--- src/rtl/regfile_wb_arbiter_pkg.sv ---
// Shared types for the register-file write-port arbiter.
// Widths, arbiter states and the write-request bundle.
package regfile_wb_arbiter_pkg;

  localparam int XLEN       = 32;
  localparam int REG_ADDR_W = 5;

  typedef enum logic {
    IDLE,
    DRAIN
  } arb_state_e;

  typedef struct packed {
    logic                  we;
    logic [REG_ADDR_W-1:0] rd;
    logic [XLEN-1:0]       data;
  } wb_req_t;

endpackage

--- src/rtl/regfile_wb_arbiter_wb_fifo.sv ---
// Sync FIFO of {rd, data} LLU results with occupancy count
// and a parallel rd compare over every live entry for hazards.
module regfile_wb_arbiter_wb_fifo #(
  parameter int DEPTH = 4,
  parameter int AW    = 5,
  parameter int DW    = 32,
  parameter int CW    = $clog2(DEPTH) + 1
) (
  input  logic          clk,
  input  logic          rst,
  input  logic          push,
  input  logic          pop,
  input  logic [AW-1:0] wr_rd,
  input  logic [DW-1:0] wr_data,
  input  logic [AW-1:0] q_a1,
  input  logic [AW-1:0] q_a2,
  output logic [AW-1:0] head_rd,
  output logic [DW-1:0] head_data,
  output logic [CW-1:0] count,
  output logic          full,
  output logic          empty,
  output logic          hit1,
  output logic          hit2
);

  localparam int PW = $clog2(DEPTH);

  logic [AW-1:0]    rd_q   [DEPTH];
  logic [DW-1:0]    data_q [DEPTH];
  logic [PW-1:0]    wptr_q, rptr_q;
  logic [CW-1:0]    count_q;
  logic [DEPTH-1:0] live;

  // Pointers and occupancy
  always_ff @(posedge clk) begin
    if (rst) begin
      wptr_q  <= '0;
      rptr_q  <= '0;
      count_q <= '0;
    end else begin
      if (push) wptr_q <= wptr_q + 1'b1;
      if (pop)  rptr_q <= rptr_q + 1'b1;
      case ({push, pop})
        2'b10:   count_q <= count_q + 1'b1;
        2'b01:   count_q <= count_q - 1'b1;
        default: count_q <= count_q;
      endcase
    end
  end

  // Entry storage needs no reset; liveness comes from the pointers
  always_ff @(posedge clk) begin
    if (push) begin
      rd_q[wptr_q]   <= wr_rd;
      data_q[wptr_q] <= wr_data;
    end
  end

  // An entry is live when its distance from the head is below count
  always_comb begin
    live = '0;
    hit1 = 1'b0;
    hit2 = 1'b0;
    for (int i = 0; i < DEPTH; i++) begin
      live[i] = {1'b0, PW'(i) - rptr_q} < count_q;
      if (live[i] && q_a1 != '0 && rd_q[i] == q_a1) hit1 = 1'b1;
      if (live[i] && q_a2 != '0 && rd_q[i] == q_a2) hit2 = 1'b1;
    end
  end

  assign head_rd   = rd_q[rptr_q];
  assign head_data = data_q[rptr_q];
  assign count     = count_q;
  assign full      = count_q == CW'(DEPTH);
  assign empty     = count_q == '0;

endmodule

--- src/rtl/regfile_wb_arbiter.sv ---
// Shares the regfile write port between WB and buffered LLU results.
// REGFILE_ARB_STARVE_GUARD_EN adds a forced-drain state with pipe stall.
module regfile_wb_arbiter #(
  parameter int XLEN       = 32,
  parameter int REG_ADDR_W = 5,
  parameter int FIFO_DEPTH = 4,
  parameter int MAX_WAIT   = 8
) (
  input  logic                           clk,
  input  logic                           rst,
  input  logic                           wb_we,
  input  logic [REG_ADDR_W-1:0]          wb_rd,
  input  logic [XLEN-1:0]                wb_data,
  input  logic                           llu_valid,
  input  logic [REG_ADDR_W-1:0]          llu_rd,
  input  logic [XLEN-1:0]                llu_data,
  output logic                           llu_ready,
  input  logic [REG_ADDR_W-1:0]          q_a1,
  input  logic [REG_ADDR_W-1:0]          q_a2,
  output logic                           q_hit1,
  output logic                           q_hit2,
  output logic                           pipe_stall,
  output logic                           rf_we,
  output logic [REG_ADDR_W-1:0]          rf_a,
  output logic [XLEN-1:0]                rf_wd,
  output logic [$clog2(FIFO_DEPTH):0]    fifo_count
);

  import regfile_wb_arbiter_pkg::*;

  localparam int CW = $clog2(FIFO_DEPTH) + 1;

  if ((FIFO_DEPTH & (FIFO_DEPTH - 1)) != 0 || FIFO_DEPTH < 2
      || MAX_WAIT < 1) begin : g_bad_cfg
    $error("regfile_wb_arbiter: bad FIFO_DEPTH or MAX_WAIT");
  end

  logic                  push, store, pop, take_wb;
  logic                  full, empty, hit1, hit2;
  logic [REG_ADDR_W-1:0] head_rd;
  logic [XLEN-1:0]       head_data;
  logic [CW-1:0]         count;
  wb_req_t               grant;

  assign llu_ready = !rst && !full;
  assign push      = llu_valid && llu_ready;
  assign store     = push && llu_rd != '0;

  regfile_wb_arbiter_wb_fifo #(
    .DEPTH (FIFO_DEPTH),
    .AW    (REG_ADDR_W),
    .DW    (XLEN),
    .CW    (CW)
  ) u_fifo (
    .clk       (clk),
    .rst       (rst),
    .push      (store),
    .pop       (pop),
    .wr_rd     (llu_rd),
    .wr_data   (llu_data),
    .q_a1      (q_a1),
    .q_a2      (q_a2),
    .head_rd   (head_rd),
    .head_data (head_data),
    .count     (count),
    .full      (full),
    .empty     (empty),
    .hit1      (hit1),
    .hit2      (hit2)
  );

`ifdef REGFILE_ARB_STARVE_GUARD_EN
  localparam int WW = $clog2(MAX_WAIT + 1);

  arb_state_e    state_q, state_d;
  logic [WW-1:0] wait_q, wait_d;

  // State and head-starvation counter
  always_ff @(posedge clk) begin
    if (rst) begin
      state_q <= IDLE;
      wait_q  <= '0;
    end else begin
      state_q <= state_d;
      wait_q  <= wait_d;
    end
  end

  // DRAIN pops unconditionally; IDLE gives WB priority and counts denials
  always_comb begin
    state_d = IDLE;
    wait_d  = wait_q;
    take_wb = 1'b0;
    pop     = 1'b0;
    if (state_q == DRAIN) begin
      pop    = !empty;
      wait_d = '0;
    end else begin
      take_wb = wb_we && wb_rd != '0;
      pop     = !take_wb && !empty;
      if (pop || empty) begin
        wait_d = '0;
      end else begin
        wait_d = wait_q + 1'b1;
        if (wait_q == WW'(MAX_WAIT - 1)) state_d = DRAIN;
      end
    end
  end

  assign pipe_stall = !rst && state_q == DRAIN;
`else
  assign take_wb    = wb_we && wb_rd != '0;
  assign pop        = !take_wb && !empty;
  assign pipe_stall = 1'b0;
`endif

  // Write-port mux; take_wb and pop never assert together
  always_comb begin
    grant = '0;
    if (!rst) begin
      unique case (1'b1)
        take_wb: grant = '{we: 1'b1, rd: wb_rd, data: wb_data};
        pop:     grant = '{we: 1'b1, rd: head_rd, data: head_data};
        default: grant = '0;
      endcase
    end
  end

  assign rf_we      = grant.we;
  assign rf_a       = grant.rd;
  assign rf_wd      = grant.data;
  assign q_hit1     = !rst && hit1;
  assign q_hit2     = !rst && hit2;
  assign fifo_count = rst ? '0 : count;

endmodule
--- config.mk ---
export PLATFORM = sky130hd
export DESIGN_NAME = regfile_wb_arbiter
export DESIGN_NICKNAME = d
export VERILOG_FILES = /design/src/rtl/regfile_wb_arbiter_pkg.sv /design/src/rtl/regfile_wb_arbiter_wb_fifo.sv /design/src/rtl/regfile_wb_arbiter.sv
export SDC_FILE = /design/constraint.sdc
export NUM_CORES = 1
export LEC_CHECK = 0
export CAP_MARGIN = 20
export CELL_PAD_IN_SITES_DETAIL_PLACEMENT = 0
export CELL_PAD_IN_SITES_GLOBAL_PLACEMENT = 1
export CORE_UTILIZATION = 40
export CTS_BUF_LIST = sky130_fd_sc_hd__clkbuf_4 sky130_fd_sc_hd__clkbuf_8
export CTS_CLUSTER_DIAMETER = 40
export CTS_CLUSTER_SIZE = 10
export DETAILED_ROUTE_END_ITERATION = 10
export PLACE_DENSITY = 0.76
export SLEW_MARGIN = 40
export SYNTH_ARGS = -nofsm -noshare
export SYNTH_HDL_FRONTEND = slang
export SYNTH_HIERARCHICAL = 1
export SYNTH_SLANG_ARGS = --single-unit
--- constraint.sdc ---
create_clock -name clk -period 3.2 [get_ports clk]
set_input_delay 0.48 -clock clk [delete_from_list [all_inputs] [get_ports clk]]
set_output_delay 0.48 -clock clk [all_outputs]
set_load 0.05 [all_outputs]
==> impl_metrics.ini, run 1 <==
[synth]
synth_top_cells_by_count = edfxtp_1 (148), nand3_1 (72), nor4b_1 (62)
ys_seq_area_share_pct = 57.8
synth.most_common_cell = edfxtp_1
synth_top_cell_by_area = edfxtp_1
netlist_area_mm2 = 0.00800
netlist_top_cells_area = edfxtp_1 (56%), mux4_2 (10%), nor4b_1 (6.8%)
yosys_warnings = 6
synthDistinctLibCells = 41
synth_seq_cells = 157
avgSynthCellArea_um2 = 13.3
synthArstFlopShare_pct = 0
syn_nets = 698
syn-instance-count = 600
synth_edf_count = 148
synthFlopType = edfxtp_1
synth_top_cell_area_share_pct = 55.6

[cts]
cts.path.max_buffers = 2
cts_buffers = 17
clk_pin_slew_worst_paths_ns = 0.08
post_cts.repair.setup_buffers = 0
cts_max_level = 4
root_buffer = clkbuf_8
insertion_delay_ns = 0.44
cts_sinks = 157
cts_tree = built

[floorplan]
die_h_um = 143
fp.dieW_um = 143
num_rows = 51
dieArea_mm2 = 0.0206
core_mm2 = 0.0195
io_pins = 133
start_util_pct = 41.0

[hold_path]
hp-class = in2reg

[critical_path]
crit_chain = inv_2, ha_1, a21boi_1, o21ba_1, nor4_1, nor4_1, a21oi_1, nor2b_1, buf_12
start_kind = register
path_max_fanout = 6
max_stage_delay_ns = 0.38
worstPathArrival_ns = 2.47
critPathSlowestCell = dfxtp_2
crit_buf_inv = 2
cp-end-kind = primary output
crit_family = simple AND/OR/NAND/NOR gates
crit_top_cell = nor4_1
required_ns = 2.72
rrSetupSlack_ns = 0.90
critPathKind = reg2out

[global_routing]
antenna_found_initial = 0
grtUsageTotal_pct = 19.6
grtUsageMet3_pct = 3.80
overflow = 0
grt_pass1_vias = 5573
busiest_layer = met2
globalRouteMet2Util_pct = 35.3
grt_max_degree = 71
use_met1_pct = 23.2
grt_first_pass_wirelength_mm = 29.7

[timing]
setup_viol = 0
fin_skew_ns = 0.0119
hold_viol_final = 0
finalCriticalPeriod_ns = 2.95
final_max_slew_viol_count = 0
timing.fmax_mhz = 339
rsz0062_at_grt = no
fin_ws_ns = 0.249
fin_crit_sh_pct = 92.2
worst_slew_pin_slew_ns = 0.603
slew_headroom_pct = 59.8
setup_tns_ns = 0

[placed_design]
numPortBuffers = 131
dpl.cell_count = 958
dp_hpwl_mm = 13.1
globalplace.congestion = 0.874
post-place-ws_ns = 0.0105

[final_layout]
syn_to_final_growth_pct = 27.6
final_nets = 810
drive_above_1_share_pct = 20.5
n_antenna_cell = 0
stdcell_count = 988

[job]
max_cap_violations = 0

[routing]
wire_per_inst_um = 19.7
drt_wl_total_mm = 19.5
firstDrtPassIters = 4
postRouteAntennaNets = 0
vias = 5527
viasPerCell = 5.59
drt_iter0_markers = 379
drcViolationCount = 0

[status]
outcome = finished, final reports clean

[power]
power_density_mw_per_mm2 = 611
p_leak_uw = 0.00327
ir_worst_vdd_v = 0.000340
==> final timing paths <==
path              startpoint         endpoint  depth (start not counted)
max          u_fifo/count[1]           q_hit2                          9
min                      rst  u_fifo/count[1]                          2
max reg2reg  u_fifo/count[0]  u_fifo/count[2]                         12
min reg2reg  u_fifo/count[1]  u_fifo/count[1]                          2
==> placed cells by master (no fill, tap or decap), types with 17 or more instances in the layout <==
master and count:
clkbuf_8 17, clkdlybuf4s50_1 88, mux4_2 37, buf_4 38, xnor2_1 28, edfxtp_1 148, xor2_1 18, nor4b_1 62
buf_12 27, nand3_1 72, a31oi_1 31, nand2_1 34
==> worst register-to-register path: cells and delay by family, from the launching register on <==
family	cells	cell delay, ns
AO/OA/AOI/OAI	2	0.35
XOR/XNOR	1	0.07
adder cells (fa/ha/maj)	2	0.39
buffers and inverters	3	0.26
flip-flops	1	0.48
AND/OR/NAND/NOR	4	0.68
==> registers in the layout, summed over array words and instances (netlist names), named ones only <==
signal,count
u_fifo/count,3
u_fifo/data_q,128
u_fifo/rptr_q,2
u_fifo/wptr_q,2
u_fifo/rd_q,20
==> final cells by class <==
type | count | area [um2]
Fill cell | 1659 | 9320
Sequential cell | 157 | 4630
Multi-Input combinational cell | 370 | 3090
Timing Repair Buffer | 156 | 1720
Tap cell | 265 | 332
Clock buffer | 19 | 249
Clock inverter | 11 | 145
Inverter | 10 | 37.5
==> power by group <==
part           total [uW]  switching, uW  internal [uW]
registers            2430           80.7           2350
logic                2330           1280           1050
clock network        1470            692            778
total                6230           2050           4180
==> timing repair <==
action / 4_1_cts / 5_1_grt
setup endpoints to repair: 0 / 2
hold buffers: 0 / 0
resized for setup: 0 / 4
==> through the flow <==
step                      utilization (%)  hold WS [ns]  instance area [um2]  power [uW]
after CTS                            52.2         0.406                10200        6270
after global placement               50.2         0.532                 9800        4780
after detailed placement             50.2         0.559                 9800        4810
after floorplan                         -         0.496                 8000        4050
after global routing                 52.3         0.434                10200        6520
final                                52.3         0.435                10200        6230
==> layer usage <==
metal | vias to the layer above | part of all wire, %
met5 | - | 0
met4 | 0 | 1.5
met3 | 16 | 4.5
met2 | 151 | 52
met1 | 2793 | 42
li1 | 2567 | -
==> cells by family (layout without fill, tap and decap cells) <==
logic type | count (synthesis) | count (layout) | share of synthesized area (%)
other cells | 1 | 1 | 0.0469
simple gates | 219 | 219 | 16.5
xor+xnor | 46 | 46 | 5.04
buf+inv | 73 | 196 | 3.88
mux | 38 | 38 | 10.5
compound gates | 56 | 56 | 4.54
flops | 157 | 157 | 57.8
fa+ha+maj | 10 | 10 | 1.66
No activity file was read; power rests on OpenSTA's default activity.
==> run 2: changes to the inputs <==
--- a/config.mk
+++ b/config.mk
@@ -8,11 +8,13 @@
 export CAP_MARGIN = 20
 export CELL_PAD_IN_SITES_DETAIL_PLACEMENT = 0
 export CELL_PAD_IN_SITES_GLOBAL_PLACEMENT = 1
+export CORE_ASPECT_RATIO = 0.75
 export CORE_UTILIZATION = 40
 export CTS_BUF_LIST = sky130_fd_sc_hd__clkbuf_4 sky130_fd_sc_hd__clkbuf_8
 export CTS_CLUSTER_DIAMETER = 40
 export CTS_CLUSTER_SIZE = 10
 export DETAILED_ROUTE_END_ITERATION = 10
+export GPL_TIMING_DRIVEN = 0
 export PLACE_DENSITY = 0.76
 export SLEW_MARGIN = 40
 export SYNTH_ARGS = -nofsm -noshare
==> run 2 against run 1 <==
  * The flow now finishes with violations (DRC)
  * Die area is essentially flat
  * Total power grew 2.8%
  * Sequential share of layout area grew 1.1 points
  * Combinational power is essentially flat
  * Largest cell class unchanged
  * Largest power group unchanged
  * Highest routed layer unchanged
==> impl_metrics.ini, run 2 (synthesized netlist as in run 1, its figures left out) <==
[status]
outcome = complete, but fails checks
violations = DRC

[routing]
wl_met3_mm = 1.69
viasPerCell = 5.79
wl_met2_mm = 10.2
wl_met1_mm = 9.37
drt_wl_total_mm = 21.6
topRoutingLayerUsed = met4
wire_per_inst_um = 21.5
firstDrtPassIters = 11
drt_iter0_markers = 549
postRouteAntennaNets = 0
vias = 5812
drcViolationCount = 16

[critical_path]
cp-end-kind = register
required_ns = 3.58
path_max_fanout = 9
critPathKind = in2reg
rr_startpoint = u_fifo/count[2]
crit_path_start = wb_rd[1]
worstPathArrival_ns = 3.50
start_kind = input pin

[global_routing]
grt_pass1_vias = 5820
grt_first_pass_wirelength_mm = 32.9
overflow = 0
grt_max_degree = 38
antenna_found_initial = 0
grtUsageTotal_pct = 21.7

[power]
p_int_uw = 4260
switchingPower_uw = 2150
combPwrFrac_pct = 36.5
p_leak_uw = 0.00325
power_density_mw_per_mm2 = 643
swShare_pct = 33.6
power_uw = 6410
p_seq_share_pct = 37.7
ir_worst_vdd_v = 0.000304
clock_power_share_pct = 25.8

[final_layout]
final_util_pct = 51.1
syn_to_final_growth_pct = 24.6
layout_commonest_cell = edfxtp_1
final_cell_mix = edfxtp_1 (148), clkdlybuf4s50_1 (79), nand3_1 (72), nor4b_1 (60), mux4_2 (37)
final_nets = 836
largest_reg_flops = 128
drive_above_1_share_pct = 21.4
n_antenna_cell = 0
regMostFlops = u_fifo/data_q

[cts]
cts.path.max_buffers = 2
cts_tree = built
cts_buffers = 17
ctsHoldBuffers = 0
cts_max_level = 4
post_cts.repair.setup_buffers = 0
insertion_delay_ns = 0.44
clk_pin_slew_worst_paths_ns = 0.08
cts_sinks = 157
root_buffer = clkbuf_8

[timing]
setup_tns_ns = 0
rsz0062_at_grt = yes
worst_slew_pin_slew_ns = 0.662
setup_viol = 0
timing.fmax_mhz = 320
fin_crit_sh_pct = 97.6
final_max_slew_viol_count = 0
fin_ws_ns = 0.0765
finalCriticalPeriod_ns = 3.12
hold_viol_final = 0
slew_headroom_pct = 55.8
fin_skew_ns = 0.0101

[floorplan]
core_mm2 = 0.0195
num_rows = 44
start_util_pct = 41.0
io_pins = 133
dieArea_mm2 = 0.0206
fp.dieW_um = 165
die_h_um = 124

[hold_path]
hp-class = reg2reg
hp-start = u_fifo/wptr_q[0]

[placed_design]
dp_hpwl_mm = 14.9
post-place-ws_ns = -0.688
globalplace.congestion = 0.973
numPortBuffers = 120

[job]
max_cap_violations = 0
[run 2: cell count changes in the layout (fill, tap and decap cells not counted), moves of 5 or more]
cell / delta
clkbuf_2: +23
buf_12: -27
clkbuf_1: +19
clkdlybuf4s50_1: -9
clkbuf_4: +5
buf_2: +30
clkdlybuf4s15_2: +12
buf_4: -35
[run 2: final timing paths]
check	to	slack [ns]	cells past startpoint
setup reg to reg	u_fifo/count[2]	0.41	12
hold reg to reg	u_fifo/wptr_q[0]	0.57	2
setup / recovery	u_fifo/count[2]	0.08	11
hold / removal	u_fifo/wptr_q[0]	0.57	2
[run 2: final cells by class]
cell class / count / area [um2]
buffer: 62 / 312
clock buffer: 21 / 264
clock inverter: 11 / 188
fill: 1750 / 9520
inverter: 10 / 37.5
multi-input combinational: 370 / 3120
sequential: 157 / 4630
tap: 253 / 317
timing repair buffer: 120 / 1100
[run 2: per-stage QoR]
stage	hold WS, ns	instances	cell area [um2]
floorplan	0.496	600	8000
finish	0.574	1004	9960
detailed placement	0.552	973	9530
CTS	0.572	1004	9990
global placement	0.526	973	9520
global route	0.597	1004	9960
[run 2: worst max-delay path, cell delays in order]
cell             delay, ns
clkdlybuf4s50_1       0.51
or4_1                 0.52
buf_2                 0.22
o21ai_0               0.26
nor2b_4               0.25
ha_1                  0.21
inv_1                 0.06
fa_1                  0.37
xor2_1                0.16
or3_1                 0.32
a21oi_1               0.15
[run 2: routing by layer]
metal  vias to the layer above  global-route usage, %
li1                       2620                      -
met1                      2905                   30.5
met2                       265                   33.6
met3                        22                   4.46
met4                         0                   6.15
met5                         -                      0
[run 2: power groups by stage]
stage                     clock network [uW]  registers, uW  logic (uW)
after global routing                    1760           2420        2500
after floorplan                            0           2430        1620
final                                   1660           2410        2340
after detailed placement                   0           2450        2330
after global placement                     0           2440        2290
after CTS                               1680           2410        2310
[run 2: timing repair]
| action | CTS | global route |
|---|---|---|
| pin swaps | 0 | 0 |
| setup endpoints to repair | 156 | 99 |
| gates resized for setup | 146 | 59 |
